$ cat src/rtl/alm_pkg.sv
// Shared sizing helpers and constants for the ALM (Mitchell log-domain) arithmetic units.
package alm_pkg;

  localparam int DEF_BW = 16;
  localparam int DEF_F  = 8;

  // Divide-by-zero saturation pattern, sliced to the quotient width at use.
  localparam logic [127:0] DBZ_ONES = '1;

  function automatic int log2Width(input int bw);
    return $clog2(bw);
  endfunction

  function automatic int expWidth(input int bw);
    return $clog2(bw) + 1;
  endfunction

  function automatic int quotWidth(input int bw, input int f);
    return bw + f;
  endfunction

  // Wide enough for e + F - (BW-1) over the full signed exponent range.
  function automatic int shiftWidth(input int bw, input int f);
    return $clog2(2 * bw + f) + 1;
  endfunction

endpackage

$ cat src/rtl/alm_antilog_shift.sv
// Antilog stage: scales a Q1.(BW-1) mantissa by a signed power of two into a BW.F fixed-point result.
module alm_antilog_shift
  import alm_pkg::*;
#(
  parameter int BW = DEF_BW,
  parameter int F  = DEF_F,
  parameter int SW = shiftWidth(BW, F)
) (
  input  logic [BW:0]        mant_i,
  input  logic signed [SW-1:0] shift_i,
  output logic [BW+F-1:0]    quot_o
);

  localparam int QW = BW + F;

  logic [QW-1:0] ext;
  logic [SW-1:0] mag;

  // Shifts of QW or more in either direction leave nothing; right shifts truncate.
  always_comb begin
    ext = QW'(mant_i);
    mag = shift_i[SW-1] ? (~shift_i + SW'(1)) : shift_i;
    if (mag >= SW'(QW)) begin
      ext = '0;
    end else if (shift_i[SW-1]) begin
      ext = ext >> mag;
    end else begin
      ext = ext << mag;
    end
    quot_o = ext;
  end

endmodule

$ cat src/rtl/alm_div_pipe.sv
// Three-stage elastic Mitchell divider: log conversion, log subtraction, antilog with exception override.
module alm_div_pipe
  import alm_pkg::*;
#(
  parameter int BW      = DEF_BW,
  parameter int F       = DEF_F,
  parameter int LOG2_BW = log2Width(BW)
) (
  input  logic            clk,
  input  logic            rst,
  input  logic            in_valid,
  output logic            in_ready,
  input  logic [BW-1:0]   dividend,
  input  logic [BW-1:0]   divisor,
  output logic            out_valid,
  input  logic            out_ready,
  output logic [BW+F-1:0] quotient,
  output logic            div_by_zero
);

  localparam int EW = LOG2_BW + 1;
  localparam int QW = quotWidth(BW, F);
  localparam int SW = shiftWidth(BW, F);

  function automatic logic [LOG2_BW-1:0] leadOne(input logic [BW-1:0] v);
    logic [LOG2_BW-1:0] pos;
    pos = '0;
    for (int i = 0; i < BW; i++) begin
      if (v[i]) pos = LOG2_BW'(i);
    end
    return pos;
  endfunction

  function automatic logic [BW-2:0] logFrac(input logic [BW-1:0] v, input logic [LOG2_BW-1:0] k);
    logic [BW-1:0] aligned;
    aligned = v << (LOG2_BW'(BW - 1) - k);
    return aligned[BW-2:0];
  endfunction

  logic               adv;
  logic               s1Valid_q, s1Valid_d, s2Valid_q, s2Valid_d, s3Valid_q, s3Valid_d;
  logic [LOG2_BW-1:0] kA_q, kA_d, kB_q, kB_d;
  logic [BW-2:0]      xA_q, xA_d, xB_q, xB_d;
  logic               zA1_q, zA1_d, zB1_q, zB1_d, zA2_q, zA2_d, zB2_q, zB2_d;
  logic signed [EW-1:0] e_q, e_d;
  logic [BW:0]        m_q, m_d;
  logic [QW-1:0]      quot_q, quot_d;
  logic               dbz_q, dbz_d;
  logic signed [EW-1:0] eDiff;
  logic               borrow;
  logic signed [SW-1:0] shiftAmt;
  logic [QW-1:0]      shifted;

  assign adv         = !s3Valid_q || out_ready;
  assign in_ready    = adv;
  assign out_valid   = s3Valid_q;
  assign quotient    = quot_q;
  assign div_by_zero = dbz_q;

  assign eDiff    = EW'(kA_q) - EW'(kB_q);
  assign borrow   = xA_q < xB_q;
  assign shiftAmt = {{(SW - EW){e_q[EW-1]}}, e_q} + SW'(F) - SW'(BW - 1);

  alm_antilog_shift #(.BW(BW), .F(F), .SW(SW)) uAntilog (
    .mant_i (m_q),
    .shift_i(shiftAmt),
    .quot_o (shifted)
  );

  // Each stage loads only on advance, and only real transactions overwrite its payload.
  always_comb begin
    s1Valid_d = s1Valid_q;
    kA_d = kA_q;  kB_d = kB_q;  xA_d = xA_q;  xB_d = xB_q;
    zA1_d = zA1_q; zB1_d = zB1_q;
    s2Valid_d = s2Valid_q;
    e_d = e_q;  m_d = m_q;  zA2_d = zA2_q;  zB2_d = zB2_q;
    s3Valid_d = s3Valid_q;
    quot_d = quot_q;  dbz_d = dbz_q;
    if (adv) begin
      s1Valid_d = in_valid;
      s2Valid_d = s1Valid_q;
      s3Valid_d = s2Valid_q;
      if (in_valid) begin
        kA_d  = leadOne(dividend);
        kB_d  = leadOne(divisor);
        xA_d  = logFrac(dividend, leadOne(dividend));
        xB_d  = logFrac(divisor, leadOne(divisor));
        zA1_d = (dividend == '0);
        zB1_d = (divisor == '0);
      end
      if (s1Valid_q) begin
        e_d   = borrow ? (eDiff - EW'(1)) : eDiff;
        m_d   = borrow ? ({2'b10, xA_q} - {2'b00, xB_q}) : ({2'b01, xA_q} - {2'b00, xB_q});
        zA2_d = zA1_q;
        zB2_d = zB1_q;
      end
      if (s2Valid_q) begin
        dbz_d  = zB2_q;
        quot_d = zB2_q ? DBZ_ONES[QW-1:0] : (zA2_q ? '0 : shifted);
      end
    end
  end

  always_ff @(posedge clk) begin
    if (rst) begin
      s1Valid_q <= 1'b0;  s2Valid_q <= 1'b0;  s3Valid_q <= 1'b0;
      kA_q <= '0;  kB_q <= '0;  xA_q <= '0;  xB_q <= '0;
      zA1_q <= 1'b0;  zB1_q <= 1'b0;  zA2_q <= 1'b0;  zB2_q <= 1'b0;
      e_q <= '0;  m_q <= '0;  quot_q <= '0;  dbz_q <= 1'b0;
    end else begin
      s1Valid_q <= s1Valid_d;  s2Valid_q <= s2Valid_d;  s3Valid_q <= s3Valid_d;
      kA_q <= kA_d;  kB_q <= kB_d;  xA_q <= xA_d;  xB_q <= xB_d;
      zA1_q <= zA1_d;  zB1_q <= zB1_d;  zA2_q <= zA2_d;  zB2_q <= zB2_d;
      e_q <= e_d;  m_q <= m_d;  quot_q <= quot_d;  dbz_q <= dbz_d;
    end
  end

endmodule

$ cat config.mk
export PLATFORM = sky130hd
export DESIGN_NAME = alm_div_pipe
export DESIGN_NICKNAME = d
export VERILOG_FILES = /design/src/rtl/alm_pkg.sv /design/src/rtl/alm_antilog_shift.sv /design/src/rtl/alm_div_pipe.sv
export SDC_FILE = /design/constraint.sdc
export NUM_CORES = 1
export LEC_CHECK = 0
export CORE_MARGIN = 8
export CORE_UTILIZATION = 65
export DETAILED_ROUTE_END_ITERATION = 10
export PLACE_DENSITY_LB_ADDON = 0.15
export SYNTH_ARGS = -nofsm -noshare
export SYNTH_HDL_FRONTEND = slang
export SYNTH_SLANG_ARGS = --single-unit
$ cat constraint.sdc
create_clock -name clk -period 4.9 [get_ports clk]
set_input_delay 0.735 -clock clk [delete_from_list [all_inputs] [get_ports clk]]
set_output_delay 0.735 -clock clk [all_outputs]
set_load 0.02 [all_outputs]
==> results.md <==
- The standard cell core area is approximately 12000 um2.
- The total global-route track usage is about 29%.
- The slowest stage of the critical path belongs to the cell sky130_fd_sc_hd__nor3_1.
- The via count normalized by instance count is a little under 7.
- The total die area is 15800 um2.
- Grouping stages by cell kind, the critical path spends the most delay in simple AND/OR/NAND/NOR gates.
- The power per cell area is between 300 and 400 nW/um2.
- After detailed placement, the design holds a cell count of 1235.
- The final-report hold violation count is 0.
- The total setup buffers inserted after CTS is 0.
- Setup repair after global routing left no endpoint under its margin.
- The post-synthesis async set-or-reset flop share is 0%.
- The count of maximum capacitance violations is 0.
- The number of buffers and inverters on the critical path is 1.
- The initial antenna violation count is 0.
- The netlist area before placement is ~8000 um2.
- Between clock sinks in the finished design, the worst skew comes to about 7.9 ps.
- The destination of the worst register-to-register timing path is quotient[6].
- The tree built by TritonCTS fans out to slightly above 90 sinks.
- The launch instance of the worst register-to-register path is e_q[1].
- Traced cell by cell, the critical path runs through clkdlybuf4s50_1, nor4_1, o21ai_1, nor3_1, a32oi_1, a21oi_1.
- The largest net degree at the start of global routing is 70.
- The quantity of I/O buffers inserted on ports is 62.
- The routed layout has around 8700 vias.
- The number of top-level pins is 63.
- Measured against its own limit, the worst slew margin works out to 20.2%.
- TritonCTS built the clock tree.
- On the worst path, the slowest cell contributes a delay of approximately 750 ps.
- During synthesis, Yosys emitted a total of 0 warnings.
- The last weighted congestion value of the routability-driven placer is 0.989.
- The power after layout is 2.80 mW.
- In this run the remaining antenna-violating nets after routing total 0.
- The nature of the critical path startpoint is an input pin.
- The remaining routing DRC violations is 0.
- The pre-CTS setup slack is ~1300 ps.
- The type of the setup path with the least slack is in -> reg.
- The number of global-route vias before repair was between 7000 and 8000.
- Counting the fill cells in the layout gives 1000.
- The total overflow left after global routing is 0.
- The count of flip-flops with a built-in enable after synthesis is 0.
- The count of hold buffers inserted by post-cts repair is 0.
- After technology mapping, the gate count stands at about 1100.
- The count of TritonRoute iterations in the first routing pass is 6.
- In the final routed layout, each cell accounts on average for 19.4 um.
- The number of nets produced by synthesis is 1153.
- The run finished with clean final reports.
- Setup total negative slack on the finished layout was measured at 0 ps.
- The proportion of netlist area held by the largest area contributor is approximately a quarter.
- Once placement finished, the instance area stood at 8420 um2.
- The nature of the critical path endpoint is a register.
- The most critical setup path has its startpoint at divisor[13].
- The clock reaches the later pin of the worst-skew pair after roughly 340 ps.
- The endpoint arrival time on the critical path is about 3600 ps.
- The worst min-delay path class is reg -> reg.
- The required time of the critical path is 5170 ps.
- The HPWL after detailed placement is ~18000 um.
- The final design utilization is roughly three quarters.
- The first routing iteration left between 1000 and 1500 violations.
- The most frequent standard cell in the layout excluding fill and tap cells is sky130_fd_sc_hd__nand2_1.
- Cells with a size suffix above 1 make up under 10% of the layout.
- The signed area change from the synthesized netlist to the final layout is 11.7%.
- In the layout the commonest cells are sky130_fd_sc_hd__nand2_1, sky130_fd_sc_hd__nor2_1, sky130_fd_sc_hd__a21oi_1, sky130_fd_sc_hd__dfxtp_1, sky130_fd_sc_hd__nand3_1.
- The ratio of final minimum period to clock period is a little under 70%.
- The most area-hungry cell type in the Yosys netlist is sky130_fd_sc_hd__dfxtp_1.
- The critical path ends at xB_q[5].
- The critical path runs through a total of 6 cells.
- The number of pins exceeding their max-slew limit in the final report was 0.
- Yosys attributes the largest share of cell area to sky130_fd_sc_hd__dfxtp_1, sky130_fd_sc_hd__nand2_1, sky130_fd_sc_hd__a21oi_1.
- For the pin with the worst max-slew slack, the measured transition is 1200 ps.
- Counting flops and latches in the post-synthesis netlist gives 92.
- The total wirelength of the detailed-routed design is 24300 um.
- The cell leakage power is approximately 3.2 nW.
- Gates resized during post-CTS repair numbered 0.
- The routed design could run at a clock period as short as approximately 3400 ps.
- The H-tree was split into 3 levels.
- Excluding fillers, the count of instances in the completed layout stands at 1251.
- A synthesized cell averages 7.17 um2.
- The worst-case hold slack is 459 ps.
- The y dimension of the die is 126 um.
- The top fanout value on the critical path is 12.
- IR analysis of the VDD net gives a maximum drop of between 200 and 250 uV.
- The most instantiated flip-flop cell in the synthesis netlist is sky130_fd_sc_hd__dfxtp_1.
- After clock tree synthesis, the clock-pin slew on the worst setup and hold paths is 70 ps.
- The cell at the root of the clock tree is sky130_fd_sc_hd__clkbuf_16.
- Synthesis instantiated 81 different standard cells from the library.
- The setup check on the worst reg-to-reg path leaves a slack of 1550 ps.
- The starting utilization of the core area is around two thirds.
- Measured along the x axis, the die boundary spans around 130 um.
- The antenna cell count is 0.
- The total number of placement rows is 40.
- The total setup violations reported at the end of the flow is 0.
- The final-stage net count is between 1000 and 1500.
- Clock tree synthesis inserted a total of 9 buffers.
- The setup slack after layout is approximately 1500 ps.
- Timing would allow up to ~300 MHz.
- Counting along the longest clock path gives a buffer depth of 2.
- The first global-routing pass estimated 38500 um of wire.
- The sequential-to-total area share from yosys stat is 23.5%.
- With fillers left out, the area of the finished cells amounts to roughly 8800 um2.
- Counting cells, the worst reg-to-reg path comes to 10.
-- cell type report --
class	instances	area, um2	share of cell area, %
Clock buffer	10	239	2.73
Clock inverter	6	93.8	1.07
Inverter	40	150	1.71
Multi-Input combinational cell	878	5510	62.9
Sequential cell	92	1840	21.0
Tap cell	147	184	2.10
Timing Repair Buffer	78	738	8.43
-- synthesized netlist by cell type (all sizes together) (9+ instances only) --
cell type	n
and3	17
a21o	11
nand3	69
and2	13
o21ai	61
ha	22
o21a	9
nor3	14
a21oi	92
nand4	11
o22ai	19
buf	17
mux2	10
dfxtp	92
nor2b	11
xnor2	15
inv	40
o211ai	14
a31oi	22
nand2b	14
a22oi	14
nor2	96
o31ai	11
nand2	124
a211oi	24
o32ai	9
nor4	11
clkbuf	66
mux2i	40
-- worst min-delay path by stage --
| stage | to | depth (start not counted) | slack, ps | startpoint |
|---|---|---|---|---|
| floorplan | xA_q[5] | 2 | 430 | xA_q[5] |
| global placement | xB_q[2] | 2 | 440 | xB_q[2] |
| detailed placement | zA2_q | 2 | 450 | zA2_q |
| CTS | xB_q[0] | 2 | 460 | xB_q[0] |
| global route | xB_q[2] | 2 | 480 | xB_q[2] |
| finish | xB_q[0] | 2 | 460 | xB_q[0] |
-- per-layer routing --
| layer | GRT usage (%) | part of all wire, % | vias up |
|---|---|---|---|
| met5 | 0 | 0 | - |
| met1 | 35.1 | 40 | 3971 |
| met2 | 48.7 | 48 | 499 |
| met4 | 16.0 | 4.7 | 0 |
| met3 | 4.73 | 8.2 | 93 |
| li1 | - | - | 4096 |
-- state kept, by name (all words and copies together), names as in the netlist --
signal       cells
quotient        24
m_q             17
xA_q            15
xB_q            15
e_q              5
kA_q             4
kB_q             4
div_by_zero      1
out_valid        1
s1Valid_q        1
s2Valid_q        1
zA1_q            1
zA2_q            1
zB1_q            1
zB2_q            1
-- worst reg2reg max path: stages (launching register included) --
cell and delay, ps:
sky130_fd_sc_hd__dfxtp_1 380, sky130_fd_sc_hd__ha_1 320, sky130_fd_sc_hd__buf_4 330, sky130_fd_sc_hd__nand2b_1 120, sky130_fd_sc_hd__o221ai_2 560, sky130_fd_sc_hd__buf_4 350, sky130_fd_sc_hd__mux2_2 350, sky130_fd_sc_hd__o21ai_0 340
sky130_fd_sc_hd__o22a_1 200, sky130_fd_sc_hd__o221a_2 190, sky130_fd_sc_hd__a211oi_1 70
-- kinds of logic after synthesis --
group,share of synthesized area [%]
simple gates,24.8
compound gates,32.2
buf+inv,6.26
flops,23.5
mux,6.88
fa+ha+maj,4.02
xor+xnor,2.35
-- power by group --
part / internal [mW] / switching (mW) / total, mW / leakage, nW
clock network: 0.466 / 0.310 / 0.776 / 0.160
registers: 0.800 / 0.0657 / 0.865 / 0.754
logic: 0.440 / 0.716 / 1.16 / 2.29
(Power assumes the default switching activity.)
